`config.mk`:
```
export PLATFORM = sky130hd
export DESIGN_NAME = heart_rate_counter
export DESIGN_NICKNAME = d
export VERILOG_FILES = /design/src/rtl/heart_rate_counter.sv
export SDC_FILE = /design/constraint.sdc
export NUM_CORES = 1
export LEC_CHECK = 0
export ABC_CLOCK_PERIOD_IN_PS = 12100
export BUFFER_PORTS_ARGS = -buffer_cell sky130_fd_sc_hd__buf_2
export CAP_MARGIN = 20
export CORE_AREA = 5 5 127 129
export DETAILED_ROUTE_END_ITERATION = 16
export DIE_AREA = 0 0 132 134
export GPL_TIMING_DRIVEN = 1
export PLACE_DENSITY = 0.54
export REMOVE_ABC_BUFFERS = 1
export SETUP_SLACK_MARGIN = 0.15
export SKIP_CTS_REPAIR_TIMING = 1
export SLEW_MARGIN = 20
export SYNTH_ARGS = -nofsm -noshare
export SYNTH_HDL_FRONTEND = slang
export SYNTH_SLANG_ARGS = --single-unit
```
`constraint.sdc`:
```
create_clock -name clk -period 12.1 [get_ports clk]
set_input_delay 0 -clock clk [delete_from_list [all_inputs] [get_ports clk]]
set_output_delay 0 -clock clk [all_outputs]
set_load 0.1 [all_outputs]
```
`src/rtl/heart_rate_counter.sv`:
```
// Heart-rate counter: counts refractory-filtered peaks per window, scales to BPM,
// and converts the latched rate to three BCD digits with a sequential double-dabble.
module heart_rate_counter #(
  parameter int unsigned WINDOW_CYCLES     = 400000000,
  parameter int unsigned BPM_MULT          = 6,
  parameter int unsigned REFRACTORY_CYCLES = 12000000
) (
  input  logic       clk,
  input  logic       reset,
  input  logic       foundPeak,
  output logic [9:0] heartRate,
  output logic [3:0] digit1,
  output logic [3:0] digit2,
  output logic [3:0] digit3,
  output logic       rateValid,
  output logic       peakSeen
);

  localparam int unsigned WIN_W    = (WINDOW_CYCLES > 1) ? $clog2(WINDOW_CYCLES) : 1;
  localparam int unsigned REF_W    = $clog2(REFRACTORY_CYCLES + 1);
  localparam int unsigned PEAK_W   = 8;
  localparam int unsigned RATE_W   = 10;
  localparam int unsigned PROD_W   = 16;
  localparam int unsigned BCD_W    = 12;
  localparam int unsigned DD_W     = BCD_W + RATE_W;
  localparam int unsigned ITER_W   = 4;
  localparam int unsigned DD_ITERS = RATE_W;
  localparam int unsigned RATE_MAX = 999;
  localparam int unsigned PEAK_MAX = 255;

  typedef enum logic [1:0] {IDLE, CONV, DONE} state_e;

  logic              sync1_q, sync2_q, prev_q;
  logic [WIN_W-1:0]  win_cnt_q, win_cnt_d;
  logic [PEAK_W-1:0] peak_cnt_q, peak_cnt_d;
  logic [REF_W-1:0]  refr_q, refr_d;
  state_e            state_q, state_d;
  logic [DD_W-1:0]   dd_q, dd_d;
  logic [ITER_W-1:0] iter_q, iter_d;
  logic [RATE_W-1:0] heart_rate_q, heart_rate_d;
  logic [3:0]        digit1_q, digit1_d;
  logic [3:0]        digit2_q, digit2_d;
  logic [3:0]        digit3_q, digit3_d;
  logic              rate_valid_q, rate_valid_d;
  logic              peak_seen_q, peak_seen_d;

  logic              accept_c;
  logic              win_end_c;
  logic [PEAK_W-1:0] peaks_incl_c;
  logic [PROD_W-1:0] product_c;
  logic [RATE_W-1:0] rate_c;

  // One shift-add-3 iteration over the BCD field sitting above the binary field.
  function automatic logic [DD_W-1:0] dd_step(input logic [DD_W-1:0] v);
    logic [DD_W-1:0] t;
    logic [3:0]      nib;
    t = v;
    for (int i = 0; i < 3; i++) begin
      nib = t[RATE_W + 4*i +: 4];
      if (nib >= 4'd5) begin
        t[RATE_W + 4*i +: 4] = nib + 4'd3;
      end
    end
    return {t[DD_W-2:0], 1'b0};
  endfunction

  // Peak qualification and window bookkeeping.
  always_comb begin
    accept_c  = sync2_q && !prev_q && (refr_q == '0);
    win_end_c = (win_cnt_q == WIN_W'(WINDOW_CYCLES - 1));

    peaks_incl_c = peak_cnt_q;
    if (accept_c && (peak_cnt_q != PEAK_W'(PEAK_MAX))) begin
      peaks_incl_c = peak_cnt_q + PEAK_W'(1);
    end

    product_c = PROD_W'(peaks_incl_c) * PROD_W'(BPM_MULT);
    rate_c    = (product_c > PROD_W'(RATE_MAX)) ? RATE_W'(RATE_MAX) : product_c[RATE_W-1:0];
  end

  always_comb begin
    win_cnt_d    = win_end_c ? '0 : win_cnt_q + WIN_W'(1);
    peak_cnt_d   = win_end_c ? '0 : peaks_incl_c;
    peak_seen_d  = accept_c;
    heart_rate_d = win_end_c ? rate_c : heart_rate_q;

    refr_d = refr_q;
    if (accept_c) begin
      refr_d = REF_W'(REFRACTORY_CYCLES);
    end else if (refr_q != '0) begin
      refr_d = refr_q - REF_W'(1);
    end
  end

  // Conversion FSM: IDLE waits for window end, CONV runs the dabble, DONE publishes.
  always_comb begin
    state_d      = state_q;
    dd_d         = dd_q;
    iter_d       = iter_q;
    digit1_d     = digit1_q;
    digit2_d     = digit2_q;
    digit3_d     = digit3_q;
    rate_valid_d = 1'b0;

    unique case (state_q)
      IDLE: begin
        if (win_end_c) begin
          dd_d    = {BCD_W'(0), rate_c};
          iter_d  = '0;
          state_d = CONV;
        end
      end
      CONV: begin
        dd_d   = dd_step(dd_q);
        iter_d = iter_q + ITER_W'(1);
        if (iter_q == ITER_W'(DD_ITERS - 1)) begin
          state_d = DONE;
        end
      end
      DONE: begin
        digit3_d     = dd_q[DD_W-1 -: 4];
        digit2_d     = dd_q[DD_W-5 -: 4];
        digit1_d     = dd_q[DD_W-9 -: 4];
        rate_valid_d = 1'b1;
        state_d      = IDLE;
      end
      default: state_d = IDLE;
    endcase
  end

  always_ff @(posedge clk or negedge reset) begin
    if (!reset) begin
      sync1_q      <= 1'b0;
      sync2_q      <= 1'b0;
      prev_q       <= 1'b0;
      win_cnt_q    <= '0;
      peak_cnt_q   <= '0;
      refr_q       <= '0;
      state_q      <= IDLE;
      dd_q         <= '0;
      iter_q       <= '0;
      heart_rate_q <= '0;
      digit1_q     <= '0;
      digit2_q     <= '0;
      digit3_q     <= '0;
      rate_valid_q <= 1'b0;
      peak_seen_q  <= 1'b0;
    end else begin
      sync1_q      <= foundPeak;
      sync2_q      <= sync1_q;
      prev_q       <= sync2_q;
      win_cnt_q    <= win_cnt_d;
      peak_cnt_q   <= peak_cnt_d;
      refr_q       <= refr_d;
      state_q      <= state_d;
      dd_q         <= dd_d;
      iter_q       <= iter_d;
      heart_rate_q <= heart_rate_d;
      digit1_q     <= digit1_d;
      digit2_q     <= digit2_d;
      digit3_q     <= digit3_d;
      rate_valid_q <= rate_valid_d;
      peak_seen_q  <= peak_seen_d;
    end
  end

  assign heartRate = heart_rate_q;
  assign digit1    = digit1_q;
  assign digit2    = digit2_q;
  assign digit3    = digit3_q;
  assign rateValid = rate_valid_q;
  assign peakSeen  = peak_seen_q;

endmodule
```
==> flow_metrics.env <==
export IMPL_synth_async_reset_ratio_pct=100
export IMPL_nets=636
export IMPL_die_height_um=134
export IMPL_report_final_hold_viol_count=0
export IMPL_synth_enable_flop_cells=0
export IMPL_total_leakage_power_nw=3.12
export IMPL_yosys_cell_types_count=59
export IMPL_clock_sinks=116
export IMPL_viasPerCell=5.39
export IMPL_holdCritPathClass="input pin to async pin"
export IMPL_finish_utilization_pct=45.0
export IMPL_detailed_router_s_first_iteration_violation_count=224
export IMPL_power_share_clock_pct=54.0
export IMPL_setup_worst_path_start_class="flop"
export IMPL_ant_nets=0
export IMPL_met2_wirelength_um=5820
export IMPL_routed_via_count=4402
export IMPL_worst_r2r_setup_slack_ns=6.79
export IMPL_post_synth_most_frequent_cells="sky130_fd_sc_hd__dfrtp_1, sky130_fd_sc_hd__nor2_1, sky130_fd_sc_hd__nand2_1"
export IMPL_synth_sequential_area_ratio_pct=50.3
export IMPL_clock_tree_from_tritoncts="done"
export IMPL_critical_path_class="flop to flop"
export IMPL_timing_final_setup_violations=0
export IMPL_cp_arrival_ns=5.61
export IMPL_internal_power_mw=0.753
export IMPL_design_die_area_um2=17700
export IMPL_routed_wl_met3_um=396
export IMPL_final_cell_area_um2=6720
export IMPL_critical_path_required_ns=12.40
export IMPL_drc=0
export IMPL_numPlacedInstances=782
export IMPL_cts_htree_levels=4
export IMPL_yosys_cell_count_top_type="sky130_fd_sc_hd__dfrtp_1"
export IMPL_start_util_pct=38.7
export IMPL_horizontal_die_dimension_um=132
export IMPL_fin_crit_ns=5.31
export IMPL_grt_remaining_overflow=0
export IMPL_p_comb_share_pct=2.7
export IMPL_power_switching_mw=0.205
export IMPL_outcome="finished, final reports clean"
export IMPL_synth_area_um2=5770
export IMPL_ctsRootBufferMaster="sky130_fd_sc_hd__clkbuf_16"
export IMPL_diodes=0
export IMPL_achievable_frequency_ghz=0.188
export IMPL_worst_setup_path_end_kind="flop"
export IMPL_final_layout_size_suffix_gt1_share_pct=12.1
export IMPL_synthCells=584
export IMPL_finalCritPeriodShare_pct=43.8
export IMPL_floorplan_core_area_um2=14900
export IMPL_ioPinCount=27
export IMPL_clock_latency_late_sink_ns=0.42
export IMPL_inserted_clock_buffers=17
export IMPL_grt_max_degree=60
export IMPL_dr_max_layer_used="met4"
export IMPL_synth_top_area_cell="sky130_fd_sc_hd__dfrtp_1"
export IMPL_detailed_place_area_um2=6080
export IMPL_fin_skew_ns=0.00796
export IMPL_portBuffers=26
export IMPL_replace_congestion=0.892
export IMPL_number_of_antenna_violations_at_the_first_check_in_global_routing=0
export IMPL_synth_main_ff_cell="sky130_fd_sc_hd__dfrtp_1"
export IMPL_worst_setup_hold_path_clk_slew_ns=0.05
export IMPL_netlist_top_cells_area="sky130_fd_sc_hd__dfrtp_1, sky130_fd_sc_hd__nor2_1, sky130_fd_sc_hd__xnor2_1"
export IMPL_finalSetupTns_ns=0
export IMPL_synth_warnings=0
export IMPL_max_cap_viols=0
export IMPL_crit_path_max_fanout=11
export IMPL_yosys_register_bits=116
export IMPL_timing_worst_slew_pin_value_ns=0.842
export IMPL_yosysTopAreaCellShare_pct=50.3
export IMPL_drt_met1_wl_um=5670
export IMPL_vdd_ir_drop_worst_v=0.000102
export IMPL_timing_final_max_slew_violations=0
export IMPL_firstDrtPassIters=5
export IMPL_avgSynthCellArea_um2=9.88
export IMPL_flow_area_growth_from_synthesis_pct=16.4
export IMPL_grt_setup_unrepaired="false"
export IMPL_maxSlewHeadroom_pct=42.3
export IMPL_drt_wirelength_per_cell_um=14.9
export IMPL_power_share_switching_pct=21.4
export IMPL_seq_power_share_pct=43.3
export IMPL_grt_pass1_vias=4408
export IMPL_gr_usage_all_layers_pct=14.7
export IMPL_dp_hpwl_um=8370
export IMPL_fill_cells=1388
export IMPL_power_per_cell_area_nw_per_um2=143
export IMPL_finish_cell_count_without_fillers=816
export IMPL_placement_rows=45
export IMPL_drt_total_wl_um=12200
export IMPL_grt_pass1_wl_um=21500
export IMPL_clk_path_buf_depth=2
-- path summary, 6_finish.rpt --
path	startpoint	to	cells past startpoint
min in group clk	foundPeak	sync1_q	2
max in group asynchronous	reset	win_cnt_q[18]	3
hold reg to reg	sync1_q	sync2_q	0
setup / recovery	refr_q[18]	dd_q[4]	13
setup reg to reg	refr_q[18]	dd_q[4]	13
hold / removal	reset	refr_q[14]	2
-- power by group through the flow --
stage,sequential [mW],combinational (mW),clock (mW)
after floorplan,0.419,0.0141,0
after global placement,0.421,0.0252,0
after detailed placement,0.422,0.0263,0
after CTS,0.415,0.0264,0.530
after global routing,0.417,0.0301,0.550
final,0.415,0.0256,0.518
-- per-layer routing --
layer / vias to the layer above / global-route usage [%]
met4: 0 / 6.57
met3: 20 / 3.41
met2: 75 / 23.8
met5: - / 0
met1: 2156 / 18.9
li1: 2151 / -
-- critical path: stages, from the launching register on --
cell                       delay (ns)
sky130_fd_sc_hd__dfrtp_1         0.43
sky130_fd_sc_hd__nor4_1          0.53
sky130_fd_sc_hd__nand4b_1        0.55
sky130_fd_sc_hd__nor4_1          0.82
sky130_fd_sc_hd__mux2i_1         0.49
sky130_fd_sc_hd__xnor2_1         0.18
sky130_fd_sc_hd__ha_1            0.21
sky130_fd_sc_hd__nand2_1         0.08
sky130_fd_sc_hd__o31ai_1         0.37
sky130_fd_sc_hd__o21ai_0         0.17
sky130_fd_sc_hd__a211o_1         0.32
sky130_fd_sc_hd__or4_1           0.55
sky130_fd_sc_hd__and2_1          0.25
sky130_fd_sc_hd__a41o_1          0.26
-- state kept, by name, indices dropped and copies added (netlist names), 2 cells and up --
signal	flops
iter_q	4
refr_q	24
state_q	2
heartRate	10
dd_q	22
win_cnt_q	29
digit1	4
digit2	4
digit3	4
peak_cnt_q	8
-- area by class of cell --
cell class	instances	area, um2	area share [%]
timing repair buffer	32	183	2.72
clock inverter	10	128	1.90
multi-input combinational	422	2690	40.0
inverter	26	98.8	1.47
tap	188	235	3.50
sequential	116	2900	43.2
clock buffer	22	484	7.21
-- cell usage in the layout (no fill, tap or decap), drive strengths merged, types with 6 or more instances in the layout --
cell type and count:
o21ai 28, nand2b 6, o22ai 10, a21oi 28, nor3 20, or4 6, mux2i 6, mux2 7
buf 30, and3 10, nand4 10, nor4 17, nor2 74, a22o 6, xnor2 30, inv 25
dfrtp 116, ha 18, clkbuf 22, xor2 20, clkinv 7, nand2 38, nand3 21
-- stage by stage --
step	setup WS [ns]	total power [mW]	hold slack, ns
floorplan	6.13	0.433	-0.296
detailed placement	6.78	0.448	0.111
global route	6.25	0.997	0.232
finish	6.79	0.959	0.174
CTS	6.78	0.971	-0.336
global placement	7.09	0.447	0.105
-- kinds of logic after synthesis --
| kind of cell | Yosys count | share of synthesized area [%] |
|---|---|---|
| adders and majority gates | 18 | 3.90 |
| xor gates and xnor gates | 50 | 7.59 |
| muxes | 13 | 2.41 |
| DFF | 116 | 50.3 |
| buffers and inverters | 46 | 3.30 |
| AOI/OAI and AO/OA | 112 | 12.7 |
| and+or+nand+nor | 229 | 19.8 |
Power figures use the tool's default switching activity.
